$ cat src/rtl/mdu.sv
// Multiply/divide unit with HI/LO registers: single-cycle MULT/MULTU and a
// 32-cycle restoring radix-2 DIV/DIVU that stalls the pipeline through busyE.
module mdu #(
    parameter int unsigned WIDTH = 32
) (
    input  logic             clk,
    input  logic             reset,
    input  logic             startE,
    input  logic [1:0]       opE,
    input  logic [WIDTH-1:0] srcaE,
    input  logic [WIDTH-1:0] srcbE,
    input  logic             flushE,
    input  logic             mthiE,
    input  logic             mtloE,
    output logic [WIDTH-1:0] hi,
    output logic [WIDTH-1:0] lo,
    output logic             busyE
);

    localparam int unsigned CntW = $clog2(WIDTH);

    typedef enum logic {StIdle, StDiv} state_e;

    state_e           state_q;
    logic [CntW-1:0]  cnt_q;
    logic [WIDTH-1:0] hi_q, lo_q;
    logic [WIDTH-1:0] rem_q, quo_q, dvsr_q;
    logic             neg_quo_q, neg_rem_q, dvz_q;

    logic             start_eff, move_eff;
    logic             is_div, is_signed, a_neg, b_neg;
    logic [WIDTH-1:0] a_mag, b_mag;
    logic [2*WIDTH-1:0] a_ext, b_ext, product;
    logic [WIDTH:0]   shifted, diff;
    logic             take;
    logic [WIDTH-1:0] rem_nxt, quo_nxt, quo_fin, rem_fin;

    assign busyE = (state_q == StDiv);
    assign hi    = hi_q;
    assign lo    = lo_q;

    always_comb begin
        start_eff = startE & ~flushE & ~busyE;
        // A start in the same cycle takes priority over an mthi/mtlo.
        move_eff  = ~flushE & ~busyE & ~start_eff;
        is_div    = opE[1];
        is_signed = ~opE[0];
        a_neg     = is_signed & srcaE[WIDTH-1];
        b_neg     = is_signed & srcbE[WIDTH-1];
        a_mag     = a_neg ? (~srcaE + 1'b1) : srcaE;
        b_mag     = b_neg ? (~srcbE + 1'b1) : srcbE;
        a_ext     = {{WIDTH{a_neg}}, srcaE};
        b_ext     = {{WIDTH{b_neg}}, srcbE};
        product   = a_ext * b_ext;
    end

    // One restoring step: shift in the next dividend bit, subtract if it fits.
    always_comb begin
        shifted = {rem_q, quo_q[WIDTH-1]};
        diff    = shifted - {1'b0, dvsr_q};
        take    = ~diff[WIDTH];
        rem_nxt = take ? diff[WIDTH-1:0] : shifted[WIDTH-1:0];
        quo_nxt = {quo_q[WIDTH-2:0], take};
        quo_fin = dvz_q ? '1 : (neg_quo_q ? (~quo_nxt + 1'b1) : quo_nxt);
        rem_fin = neg_rem_q ? (~rem_nxt + 1'b1) : rem_nxt;
    end

    always_ff @(posedge clk or posedge reset) begin
        if (reset) begin
            state_q   <= StIdle;
            cnt_q     <= '0;
            hi_q      <= '0;
            lo_q      <= '0;
            rem_q     <= '0;
            quo_q     <= '0;
            dvsr_q    <= '0;
            neg_quo_q <= 1'b0;
            neg_rem_q <= 1'b0;
            dvz_q     <= 1'b0;
        end else begin
            unique case (state_q)
                StIdle: begin
                    if (start_eff) begin
                        if (is_div) begin
                            state_q   <= StDiv;
                            cnt_q     <= '0;
                            rem_q     <= '0;
                            quo_q     <= a_mag;
                            dvsr_q    <= b_mag;
                            neg_quo_q <= a_neg ^ b_neg;
                            neg_rem_q <= a_neg;
                            dvz_q     <= (srcbE == '0);
                        end else begin
                            hi_q <= product[2*WIDTH-1:WIDTH];
                            lo_q <= product[WIDTH-1:0];
                        end
                    end else if (move_eff) begin
                        if (mthiE) hi_q <= srcaE;
                        if (mtloE) lo_q <= srcaE;
                    end
                end
                StDiv: begin
                    rem_q <= rem_nxt;
                    quo_q <= quo_nxt;
                    cnt_q <= cnt_q + 1'b1;
                    if (cnt_q == CntW'(WIDTH - 1)) begin
                        hi_q    <= rem_fin;
                        lo_q    <= quo_fin;
                        state_q <= StIdle;
                    end
                end
                default: state_q <= StIdle;
            endcase
        end
    end

endmodule

$ cat config.mk
export PLATFORM = sky130hd
export DESIGN_NAME = mdu
export DESIGN_NICKNAME = d
export VERILOG_FILES = /design/src/rtl/mdu.sv
export SDC_FILE = /design/constraint.sdc
export NUM_CORES = 2
export LEC_CHECK = 0
export CORE_ASPECT_RATIO = 0.9
export CORE_MARGIN = 2
export CORE_UTILIZATION = 45
export DETAILED_ROUTE_END_ITERATION = 8
export MAX_ROUTING_LAYER = met4
export SLEW_MARGIN = 20
export SYNTH_ARGS = -nofsm -noshare
export SYNTH_HDL_FRONTEND = slang
export SYNTH_SLANG_ARGS = --single-unit
$ cat constraint.sdc
create_clock -name clk -period 12.27 [get_ports clk]
set_input_delay 3.0675 -clock clk [delete_from_list [all_inputs] [get_ports clk]]
set_output_delay 3.0675 -clock clk [all_outputs]
set_load 0.03 [all_outputs]
==> summary.txt <==
Timing
  • Worst rel slew slack: 19.86%
  • Clk_skew: 0.02238 ns
  • Final Hold Vio Count: 0
  • Fmax: 85.38 MHz
  • Final worst-path cycle share: between 90% and 100%
  • Slew Viols, Final: 0
  • Final setup fails: 0
  • Min Clock Period, post-route: 11.71 ns
  • Sum of negative setup slack: 0 ns
  • Worst-margin pin slew: 1.198 ns
  • RSZ-0062 raised after global routing: no

Synthesis
  • Mapped Area: between 50000 and 60000 µm²
  • Post-synth EDFFs: 0
  • Synth area leaders: fa_1, inv_1, dfrtp_1
  • Post-synthesis cell count: 5874
  • Ys flop type: dfrtp_1
  • Netlist cell types: 94
  • Yosys top cell by area: fa_1
  • Async S/R FF share, synth: between 90% and 100%
  • Mean Syn Cell Area: roughly 8.6 µm²
  • Synthesized flop and latch total: roughly 170
  • Share of the synthesized area in the top cell type: around 44%
  • Syn nets: between 7k and 8k
  • Seq/Total Area, Yosys: around 8.3%
  • Yosys Warn Count: 0

Global route
  • First-pass GRT wire length: around 260000 µm
  • Vias in the first global route: a little over 40k
  • Initial antenna violation count: 18
  • Largest net degree at the start of global routing: 84
  • GR Util All Layers: a little under a third
  • Global route total overflow: 0

Cells and area
  • Fill cells: around 11k
  • Reg area: roughly 4200 µm²
  • Area of the multi-input gates: 40730 µm²
  • Total Nets Final: 7222
  • Layout cell share with drive strength beyond 1: 4.321%
  • Area growth, synth to finish: 6.248%

Floorplanning
  • Die Area: 115600 µm²
  • Chip height: between 300 and 400 µm
  • I/O pin count: 137
  • Chip Width: between 300 and 400 µm
  • Rows: around 120
  • Initial Util: around 46%
  • Core area: 111600 µm²

Setup path
  • CP Data Arrival Time: 12.07 ns
  • Slowest cell delay on critical path: between 1 and 1.5 ns
  • Endpoint class of the critical path: flop
  • Slowest cell on crit path: clkdlybuf4s50_1
  • Worst endpoint required time: about 13 ns
  • Crit path launch type: input port
  • Crit path kind: in2reg
  • Cell mode on critical path: fa_1
  • Crit Path Max Fanout: 18

Place
  • HPWL reported at the end of detailed placement: 135200 µm
  • I/O Buffers: 136
  • GP Congestion: between 0.9 and 1

Clocking
  • TritonCTS clock tree: done
  • Post-cts resize count: 0
  • Clock sinks: 169
  • H-tree Lvls: 4
  • Clock slew at reported path FFs: around 0.070 ns
  • Clk_lat worst skew: 0.48 ns
  • CTS Buffer Depth: 2
  • Num CTS Buffers: 17
  • CTS root buf: clkbuf_16
  • CTS Hold Bufs: 0
  • # Post-CTS Setup Buffers: 0

Drt
  • First-pass iteration count of the detailed router: 6
  • DRT antenna net count: 0
  • Initial DRC count: ~3.5k
  • WL final: ~170000 µm
  • DR DRC count: 0
  • Wire length per cell: 22.99 µm
  • Vias per cell: around 5.5
  • DR vias: ~40k

Outcome
  • Status: completed

Hold path
  • Hold Path Class: reg2reg

Run
  • Max-cap violations: 0
[critical path, delay by kind of cell]
kind | cells | cell delay (ns)
adders and majority gates | 9 | 4.32
AOI/OAI and AO/OA | 6 | 1.64
and+or+nand+nor | 5 | 0.66
muxes | 1 | 0.16
buffers and inverters | 8 | 2.18
[layer usage]
layer	vias up	global-route usage [%]	routed length, µm
li1	17580	-	-
met1	20810	43.03	72560
met2	1658	46.26	75120
met3	241	5.901	15080
met4	0	7.578	4602
met5	-	-	0
[area by class of cell]
cell class	instances	area share, %
diodes	20	0.09272
clock buffers	18	0.8136
clock inverters	13	0.2457
inverters	1184	8.243
multi-input cells	4144	75.45
flip-flops and latches	169	7.842
well taps	1475	3.419
repair buffers	258	3.890
[metrics by stage]
stage	area (µm²)	hold WS (ns)	utilization, %	std cells	setup slack [ns]
6_report	53980	0.4773	48.36	7281	0.5581
5_1_grt	53970	0.4938	48.35	7277	0.2088
4_1_cts	53920	0.4826	48.31	7261	0.6484
3_5_place_dp	53350	0.4672	47.80	7230	0.1612
3_3_place_gp	53350	0.4602	47.80	7230	0.1965
2_1_floorplan	50800	0.4498	-	5874	1.166
[sequential cells by signal (all words and copies together) (netlist names), 5 cells and up]
signal and count:
quo_q 32, dvsr_q 32, rem_q 32, cnt_q 5, lo 32, hi 32
[logic make-up (layout without fill, tap and decap cells)]
group | after synthesis | count (layout) | share of synthesized area [%]
AND/OR/NAND/NOR | 1748 | 1748 | 15.86
buffers and inverters | 1561 | 1473 | 11.62
adder cells (fa/ha/maj) | 1376 | 1376 | 50.53
AO/OA/AOI/OAI | 786 | 786 | 9.561
XOR/XNOR | 208 | 208 | 3.586
flip-flops | 169 | 169 | 8.325
multiplexers | 26 | 26 | 0.5246
other | 0 | 20 | 0
[cell usage in the layout (no fill, tap or decap), types with 19 or more instances in the layout]
cell type / netlist / final
a211oi_1: 23 / 23
dfrtp_1: 169 / 168
ha_1: 250 / 250
diode_2: 0 / 20
o211ai_1: 27 / 27
a21o_1: 51 / 51
or3_1: 19 / 19
clkdlybuf4s50_1: 0 / 93
o21ai_0: 266 / 266
nand3_1: 61 / 60
nand2_1: 959 / 958
buf_4: 1 / 119
a31oi_1: 22 / 22
nand4_1: 22 / 22
inv_1: 1183 / 1181
nor3_1: 31 / 31
nor2_1: 173 / 172
xnor2_1: 120 / 120
mux2i_1: 24 / 24
buf_2: 13 / 42
and3_1: 19 / 19
xor2_1: 88 / 88
fa_1: 1126 / 1126
nand2b_1: 28 / 27
o31ai_1: 28 / 28
and2_1: 360 / 360
a21oi_1: 215 / 215
[worst paths after layout]
kind | from | to | slack (ns) | depth (start not counted)
worst min register to register | lo[3] | lo[3] | 0.48 | 1
min in group asynchronous | reset | hi[21] | 2.99 | 2
worst max-delay path | srcbE[17] | hi[30] | 0.56 | 29
max in group asynchronous | reset | quo_q[24] | 7.98 | 3
worst min-delay path | lo[3] | lo[3] | 0.48 | 1
worst max register to register | quo_q[31] | hi[26] | 6.00 | 22
[cell usage after synthesis, types with 31 or more instances]
cell and instances:
xor2_1 88, fa_1 1126, xnor2_1 120, nor3_1 31, nand2_1 959, and2_1 360
dfrtp_1 169, clkbuf_1 302, ha_1 250, a21o_1 51, o21ai_0 266, inv_1 1183
a21oi_1 215, nor2_1 173, nand3_1 61, buf_1 58
Power is left out: the tool's default activity adds up to more than one toggle a clock period on the data nets, which glitch-free logic cannot reach.
